--- src/rtl/cpu_mem_pkg.sv ---
// rtl/cpu_mem_pkg.sv - shared types and limits for the memory responder
package cpu_mem_pkg;

   // Responder FSM: IDLE services requests, CLEAR runs the bulk-zero engine
   typedef enum logic {
      ST_IDLE  = 1'b0,
      ST_CLEAR = 1'b1
   } resp_state_t;

   // Deepest read pipeline the responder supports
   localparam int MAX_READ_LATENCY = 4;

endpackage

--- src/rtl/mem_read_pipe.sv ---
// rtl/mem_read_pipe.sv - valid/data shift pipeline carrying read samples to the output
module mem_read_pipe #(
   parameter int STAGES     = 1,
   parameter int DATA_WIDTH = 8
) (
   input  logic                  clk,
   input  logic                  i_flush,
   input  logic                  i_valid,
   input  logic [DATA_WIDTH-1:0] i_data,
   output logic                  o_valid,
   output logic [DATA_WIDTH-1:0] o_data
);

   generate
      if (STAGES == 0) begin : g_bypass
         assign o_valid = i_valid;
         assign o_data  = i_data;
      end else begin : g_pipe
         logic                  r_valid [STAGES];
         logic [DATA_WIDTH-1:0] r_data  [STAGES];

         // Valid shifts every cycle; data only moves behind a valid so the last stage holds its value
         always_ff @(posedge clk) begin
            if (i_flush) begin
               for (int i = 0; i < STAGES; i++) begin
                  r_valid[i] <= 1'b0;
                  r_data[i]  <= '0;
               end
            end else begin
               r_valid[0] <= i_valid;
               if (i_valid) r_data[0] <= i_data;
               for (int i = 1; i < STAGES; i++) begin
                  r_valid[i] <= r_valid[i-1];
                  if (r_valid[i-1]) r_data[i] <= r_data[i-1];
               end
            end
         end

         assign o_valid = r_valid[STAGES-1];
         assign o_data  = r_data[STAGES-1];
      end
   endgenerate

endmodule

--- src/rtl/custom_mem_responder.sv ---
// rtl/custom_mem_responder.sv - scratchpad responder with fixed-latency reads and bulk clear
module custom_mem_responder
   import cpu_mem_pkg::*;
#(
   parameter int ADDR_WIDTH   = 8,
   parameter int DATA_WIDTH   = 8,
   parameter int DEPTH        = 256,
   parameter int READ_LATENCY = 2
) (
   input  logic                  clk,
   input  logic                  rst,
   input  logic [ADDR_WIDTH-1:0] mem_addr,
   input  logic                  mem_read_enable,
   input  logic                  mem_write_enable,
   input  logic [DATA_WIDTH-1:0] mem_write_data,
   input  logic                  clear_start,
   output logic [DATA_WIDTH-1:0] mem_read_data,
   output logic                  mem_read_valid,
   output logic                  mem_ready,
   output logic                  mem_error,
   output logic [31:0]           read_count,
   output logic [31:0]           write_count,
   output logic [31:0]           error_count
);

   // Latency kept inside the range the pipeline is built for
   localparam int LAT   = (READ_LATENCY < 1) ? 1 :
                          (READ_LATENCY > MAX_READ_LATENCY) ? MAX_READ_LATENCY : READ_LATENCY;
   localparam int IDX_W = $clog2(DEPTH);
   localparam logic [31:0] DEPTH_U = 32'(DEPTH);

   logic [DATA_WIDTH-1:0] r_mem [DEPTH];
   resp_state_t           r_state;
   resp_state_t           w_state_next;
   logic [IDX_W-1:0]      r_clr_idx;
   logic                  r_ready;
   logic                  r_error;
   logic [31:0]           r_read_count;
   logic [31:0]           r_write_count;
   logic [31:0]           r_error_count;
   logic                  r_s1_valid;
   logic [DATA_WIDTH-1:0] r_s1_data;

   logic w_req;
   logic w_in_range;
   logic w_wr_acc;
   logic w_rd_acc;
   logic w_err;
   logic w_clr_last;
   logic w_clr_we;

   // r_ready is low in the post-reset cycle and throughout CLEAR; it gates all acceptance
   assign w_req      = mem_read_enable | mem_write_enable;
   assign w_in_range = (32'(mem_addr) < DEPTH_U);
   assign w_wr_acc   = r_ready & mem_write_enable & w_in_range;
   assign w_rd_acc   = r_ready & mem_read_enable & ~mem_write_enable & w_in_range;
   assign w_err      = w_req & (~r_ready | ~w_in_range | (mem_read_enable & mem_write_enable));
   assign w_clr_last = (r_clr_idx == IDX_W'(DEPTH - 1));
   assign w_clr_we   = (r_state == ST_CLEAR) & ~rst;

   // State register
   always_ff @(posedge clk) begin
      if (rst) r_state <= ST_IDLE;
      else     r_state <= w_state_next;
   end

   // Next state: clear_start only honoured in IDLE; CLEAR ends once the last entry is zeroed
   always_comb begin
      w_state_next = r_state;
      case (r_state)
         ST_IDLE:  if (clear_start) w_state_next = ST_CLEAR;
         ST_CLEAR: if (w_clr_last)  w_state_next = ST_IDLE;
         default:  w_state_next = ST_IDLE;
      endcase
   end

   // Clear index walks 0..DEPTH-1 while clearing, parked at 0 otherwise
   always_ff @(posedge clk) begin
      if (rst || r_state != ST_CLEAR || w_clr_last) r_clr_idx <= '0;
      else                                          r_clr_idx <= r_clr_idx + 1'b1;
   end

   // Single write port shared by the clear engine and accepted writes; never reset
   always_ff @(posedge clk) begin
      if (w_clr_we)              r_mem[r_clr_idx] <= '0;
      else if (w_wr_acc && !rst) r_mem[mem_addr]  <= mem_write_data;
   end

   // Handshake, error pulse and statistics counters
   always_ff @(posedge clk) begin
      if (rst) begin
         r_ready       <= 1'b0;
         r_error       <= 1'b0;
         r_read_count  <= '0;
         r_write_count <= '0;
         r_error_count <= '0;
      end else begin
         r_ready <= (w_state_next == ST_IDLE);
         r_error <= w_err;
         if (w_rd_acc) r_read_count  <= r_read_count + 32'd1;
         if (w_wr_acc) r_write_count <= r_write_count + 32'd1;
         if (w_err)    r_error_count <= r_error_count + 32'd1;
      end
   end

   // First read stage: sample the array at the request edge, before that edge's write lands
   always_ff @(posedge clk) begin
      if (rst) begin
         r_s1_valid <= 1'b0;
         r_s1_data  <= '0;
      end else begin
         r_s1_valid <= w_rd_acc;
         if (w_rd_acc) r_s1_data <= r_mem[mem_addr];
      end
   end

   mem_read_pipe #(
      .STAGES     (LAT - 1),
      .DATA_WIDTH (DATA_WIDTH)
   ) u_read_pipe (
      .clk     (clk),
      .i_flush (rst),
      .i_valid (r_s1_valid),
      .i_data  (r_s1_data),
      .o_valid (mem_read_valid),
      .o_data  (mem_read_data)
   );

   assign mem_ready   = r_ready;
   assign mem_error   = r_error;
   assign read_count  = r_read_count;
   assign write_count = r_write_count;
   assign error_count = r_error_count;

endmodule

--- config.mk ---
export PLATFORM = sky130hd
export DESIGN_NAME = custom_mem_responder
export DESIGN_NICKNAME = d
export VERILOG_FILES = /design/src/rtl/cpu_mem_pkg.sv /design/src/rtl/mem_read_pipe.sv /design/src/rtl/custom_mem_responder.sv
export SDC_FILE = /design/constraint.sdc
export NUM_CORES = 2
export LEC_CHECK = 0
export ABC_AREA = 0
export BUFFER_PORTS_ARGS = -buffer_cell sky130_fd_sc_hd__buf_2
export CAP_MARGIN = 30
export CORE_MARGIN = 4
export CORE_UTILIZATION = 67
export DETAILED_ROUTE_END_ITERATION = 8
export PLACE_DENSITY = 0.91
export SYNTH_ARGS = -nofsm -noshare
export SYNTH_HDL_FRONTEND = slang
export SYNTH_HIERARCHICAL = 1
export SYNTH_SLANG_ARGS = --single-unit
--- constraint.sdc ---
create_clock -name clk -period 11.3 [get_ports clk]
set_input_delay 3.39 -clock clk [delete_from_list [all_inputs] [get_ports clk]]
set_output_delay 3.39 -clock clk [all_outputs]
set_load 0.01 [all_outputs]
; Yosys cells after proc, flatten, opt, wreduce, memory -nomap -nowiden
; Memory sizes are Yosys's and may differ from the RTL's. A register that Yosys moved wholly into a read port is not among the register bits.
; Index checks and enable logic that the tools add are counted.
[op_classes]
n_mux = 21
n_reduce_logical = 7
addsub = 4
n_bitwise = 13
eq_ne = 1
[op_table]
columns = cell, count
row1 = 32-bit by 1-bit adder with 32-bit output (second input constant), 3
row2 = 8-bit two-way mux, 3
row3 = 1-bit two-way mux, 17
row4 = 8-bit OR reduction, 2
row5 = 8-bit by 1-bit adder with 8-bit output (second input constant), 1
row6 = 8-bit == test (second input constant), 1
row7 = 1-bit bitwise AND, 6
row8 = 1-bit inverter, 5
row9 = 1-bit logical OR, 2
row10 = 1-bit bitwise OR, 2
row11 = 1-bit case mux with 2 select lines, 1
row12 = 1-bit logical AND, 1
row13 = 1-bit zero test, 1
row14 = 1-bit OR reduction, 1
[word_totals]
n_memories = 3
ramBits = 2057
register_bits = 108
output_inout_bits = 107
word_cells = 57
[memory_table]
columns = memory, words, width, rd, rd_clocked_by_memory_dff, write_ports, line
row1 = r_mem, 256, 8, 1, 1, 1, custom_mem_responder.sv:32  ; logic [DATA_WIDTH-1:0] r_mem [DEPTH];
row2 = u_read_pipe.g_pipe.r_data, 1, 8, 1, 0, 1, mem_read_pipe.sv:20  ; logic [DATA_WIDTH-1:0] r_data [STAGES];
row3 = u_read_pipe.g_pipe.r_valid, 1, 1, 1, 0, 1, mem_read_pipe.sv:19  ; logic r_valid [STAGES];

; Longest topological paths before layout
[depth]
ltp_word = 7
depth_mapped = 12
depth_no_buf = 8

; By module
; The synthesis kept the hierarchy.
[modules_own_cells]
columns = mod, area_per_inst_um2, cells_per_inst, instances
row1 = custom_mem_responder, 85620.9, 4633, 1
row2 = mem_read_pipe, 342.8, 19, 1

; Least setup slack after synthesis
; No wires, ideal clock.
[synth_timing]
kind = input to register
start = in rst
end = mem r_mem[0][0] (data pin)
arrival_ns = 7.484
path_slack_ns = 2.947
stages = 4
t_required_ns = 10.431
setup_ns = 0.869
cell_sequence = buf_2 > nor3_2 > clkbuf_1 > and2_1
[synth_via]
elab_chain_len = 7
elab_cells_between_ends = 9
classes_between = mux: 4 / bitwise: 2 / reduce/logical: 3
[synth_rtl]
columns = item, line
row1 = from (decl), custom_mem_responder.sv:11  ; input logic rst,
row2 = 1-bit zero test, custom_mem_responder.sv:86  ; else if (w_wr_acc && !rst) r_mem[mem_addr] <= mem_write_data;
row3 = 1-bit logical AND, custom_mem_responder.sv:86
row4 = 1-bit two-way mux, custom_mem_responder.sv:86
row5 = 1-bit two-way mux *, custom_mem_responder.sv:85  ; if (w_clr_we) r_mem[r_clr_idx] <= '0;
row6 = 1-bit two-way mux (not written as such) *, custom_mem_responder.sv:86
row7 = 8-bit OR reduction (no line) *, --
row8 = 8-bit two-way mux (no line) *, --
row9 = to (decl), custom_mem_responder.sv:32
; Mark *: on every way between the ends. The rest lies on a longest branch, timed or not.

==> results.json <==
{
  "grt_max_degree": 228,
  "synth_fa_ha_area_share_pct": 0.05822,
  "status": "complete, but fails checks",
  "tns_ps": 0,
  "num_rows": 131,
  "slowest_delay_ps": 800,
  "insertion_delay_ps": 850,
  "cts_hold_buf": 0,
  "critPathTopFamily": "buffers and inverters",
  "wl_per_cell_um": 37.00,
  "pwr-share-clk_pct": 42.0,
  "rsz0062_at_grt": "false",
  "finalCoreUtilization_pct": 73.98,
  "grt_antenna_before_repair": 19,
  "die_height_um": 366.2,
  "num_vias": 51130,
  "synth_compound_area_share_pct": 3.873,
  "synthXorXnorAreaFrac_pct": 0.9068,
  "pwr-share-seq_pct": 53.8,
  "clockBufferDepth": 3,
  "slowest_stage": "buf_4",
  "numCtsBuffers": 198,
  "worstSetupEndpointType": "register",
  "io_buffers": 127,
  "drive_gt1_share_pct": 17.55,
  "cp_max_fo": 58,
  "max_cap_viol_count": 0,
  "ioPinCount": 128,
  "max-vdd-ir-drop_uv": 139.6,
  "first_global_vias": 49360,
  "finalSetupViolCount": 0,
  "crit_arrival_ps": 7910,
  "met3_usage_pct": 12.36,
  "clk_pin_slew_ps": 60,
  "nets": 4832,
  "synthFlopType": "edfxtp_1",
  "power_per_cell_area_nw_per_um2": 171.6,
  "routed_wl_um": 246000,
  "cp_num_buf_inv": 3,
  "hpwl_um": 131900,
  "synthMuxAreaShare_pct": 13.58,
  "synth_top_area_cell": "edfxtp_1",
  "place_ws_ps": 3863,
  "avgSynthCellArea_um2": 18.48,
  "cp_data_required_time_ps": 12080,
  "drc": 30,
  "p_sw_w": 0.003492,
  "synthCells": 4652,
  "grt_pass1_wl_um": 350700,
  "die-area_um2": 134100,
  "gr-usage-all-layers_pct": 36.13,
  "cts_tree": "built",
  "synth_top_family_by_area": "multiplexers",
  "busiest_layer": "met2",
  "synth_cell_type_count": 86,
  "fill_cells": 6283,
  "start_util_pct": 67.41,
  "cts_resized": 0,
  "slew_violations": 0,
  "synth_simple_gate_area_share_pct": 4.828,
  "ys_seq_area_share_pct": 74.54,
  "die_w_um": 366.2,
  "power_frac_comb_pct": 4.2,
  "worst_slew_pin_slew_ps": 1287,
  "coreArea_um2": 127500,
  "hold_viol": 0,
  "critical_path.startpoint_type": "input port",
  "critPathMostFrequentCell": "buf_4",
  "crit_type": "in -> reg",
  "async_reset_ff_share_pct": 0,
  "path_cells": "buf_8, buf_4, buf_4, mux4_2, mux2i_1, o21ai_0, nand4_1, a31oi_1, a221o_1",
  "gr-usage-met1_pct": 46.08,
  "p_int_w": 0.01270,
  "syn_nets": 4677,
  "area_growth_pct": 9.745,
  "drt-pass1-iter-count": 9,
  "synth_top_cells_by_area": "edfxtp_1 72%, mux4_2 8.0%, mux2i_1 5.2%",
  "via_per_inst": 7.690,
  "gp_congestion": 0.9254,
  "min_period_ps": 7127,
  "numClockSinks": 2173,
  "synth-seq-cells": 2173,
  "synth_edf_count": 2056,
  "finalWorstSetupSlack_ps": 4173,
  "hp-class": "reg -> reg",
  "period_share_pct": 63.07,
  "grt_overflow": 0,
  "violations": "design-rule violations",
  "netlist_area_um2": 85960,
  "max_freq_ghz": 0.1403,
  "p_leak_nw": 30.14,
  "ys_warn_count": 6,
  "cts-htree-levels": 4,
  "skew_ps": 38.68,
  "relSlewSlack_pct": 14.20,
  "drt_iter0_drc": 10140,
  "clock-root-buffer": "clkbuf_16",
  "use_met2_pct": 55.33,
  "cts_setup_buffers": 0,
  "antenna_left": 0,
  "switching_share_pct": 21.56,
  "yosysTopAreaCellShare_pct": 71.82
}
==> power by group through the flow <==
stage / combinational, W / sequential, W / clock (W)
global placement: 0.000593 / 0.00888 / 0
detailed placement: 0.000617 / 0.00888 / 0
CTS: 0.000644 / 0.00871 / 0.00674
finish: 0.000675 / 0.00871 / 0.00681
floorplan: 0.000446 / 0.00889 / 0
global route: 0.000681 / 0.00870 / 0.00713
==> final cells by class <==
class,instances,area (µm²),share of cell area (%)
Inverter,8,32.53,0.03448
Sequential cell,2173,64080,67.93
Timing Repair Buffer,222,1638,1.736
Clock inverter,109,1001,1.061
Tap cell,1662,2079,2.204
Multi-Input combinational cell,2204,20070,21.27
Clock buffer,258,5410,5.735
Antenna cell,13,32.53,0.03448
==> final timing paths <==
| kind | start | slack, ps | cells past startpoint | to |
|---|---|---|---|---|
| setup / recovery | mem_addr[1] | 4170 | 9 | r_s1_data[6] |
| hold / removal | error_count[16] | 500 | 2 | error_count[16] |
| setup reg to reg | mem_ready | 6690 | 8 | r_mem[141][2] |
| hold reg to reg | error_count[16] | 500 | 2 | error_count[16] |
==> Yosys cell counts (10+ instances only) <==
master,count
and3_1,13
mux2i_1,444
o21ai_0,57
or3_1,19
a31oi_1,13
a21oi_1,67
buf_4,36
nor2b_1,15
mux2_2,18
nand2_1,166
buf_1,10
xor2_1,64
edfxtp_1,2056
nand3b_1,13
nand3_1,78
nand4_1,46
clkbuf_1,68
nor2_1,397
o221ai_1,43
dfxtp_1,117
a22oi_1,100
nor3_1,37
xnor2_1,25
buf_6,41
mux4_2,304
a211oi_1,23
buf_2,87
o22ai_1,53
buf_8,16
a221oi_1,34
and2_1,19
==> layer usage <==
metal / share of wire (%) / vias to the layer above
li1: - / 19030
met1: 31 / 24900
met2: 46 / 5789
met3: 15 / 1386
met4: 7.5 / 26
met5: 0.085 / -
==> registers in the layout, summed over array words and instances, names as in the netlist, 8 cells and up <==
name,cells
r_mem,2048
error_count,32
read_count,32
write_count,32
r_clr_idx,8
r_s1_data,8
u_read_pipe/g_pipe.r_data,8
==> through the flow <==
stage | instances | instance area, µm² | hold WS [ps] | power [W]
floorplan | 4652 | 85960 | 427.5 | 0.009333
global placement | 6248 | 87590 | 464.2 | 0.009475
detailed placement | 6256 | 87690 | 489.0 | 0.009500
CTS | 6623 | 94110 | 504.2 | 0.01610
global route | 6636 | 94310 | 556.7 | 0.01652
finish | 6649 | 94340 | 503.8 | 0.01619
==> worst min-delay path, stage by stage (launching register included) <==
cell,delay [ps]
dfxtp_1,320
o21ai_0,70
a21oi_1,60
==> cell families after synthesis <==
| logic type | count (synthesis) |
|---|---|
| DFF | 2173 |
| xor gates and xnor gates | 89 |
| muxes | 773 |
| buffers and inverters | 275 |
| adders and majority gates | 4 |
| and+or+nand+nor | 869 |
| AOI/OAI and AO/OA | 469 |
==> layout by cell type (no fill, tap or decap), types with 15 or more instances in the layout <==
cell type     n
dfxtp_1     117
o221ai_1     43
a22oi_1     100
or3_1        19
clkbuf_1     42
nand4_1      46
bufinv_16    17
clkinv_2     34
nand2_1     166
a221oi_1     34
o21ai_0      57
edfxtp_1   2056
buf_4        76
xor2_1       64
clkbuf_16   203
a211oi_1     23
nor2b_1      15
nor2_1      393
nor3_1       37
o22ai_1      53
buf_2       123
mux2i_1     444
mux2_2       18
xnor2_1      25
nand3_1      75
mux4_2      304
clkinv_1     44
a21oi_1      67
Note: power is estimated with default switching activity, not from simulation.
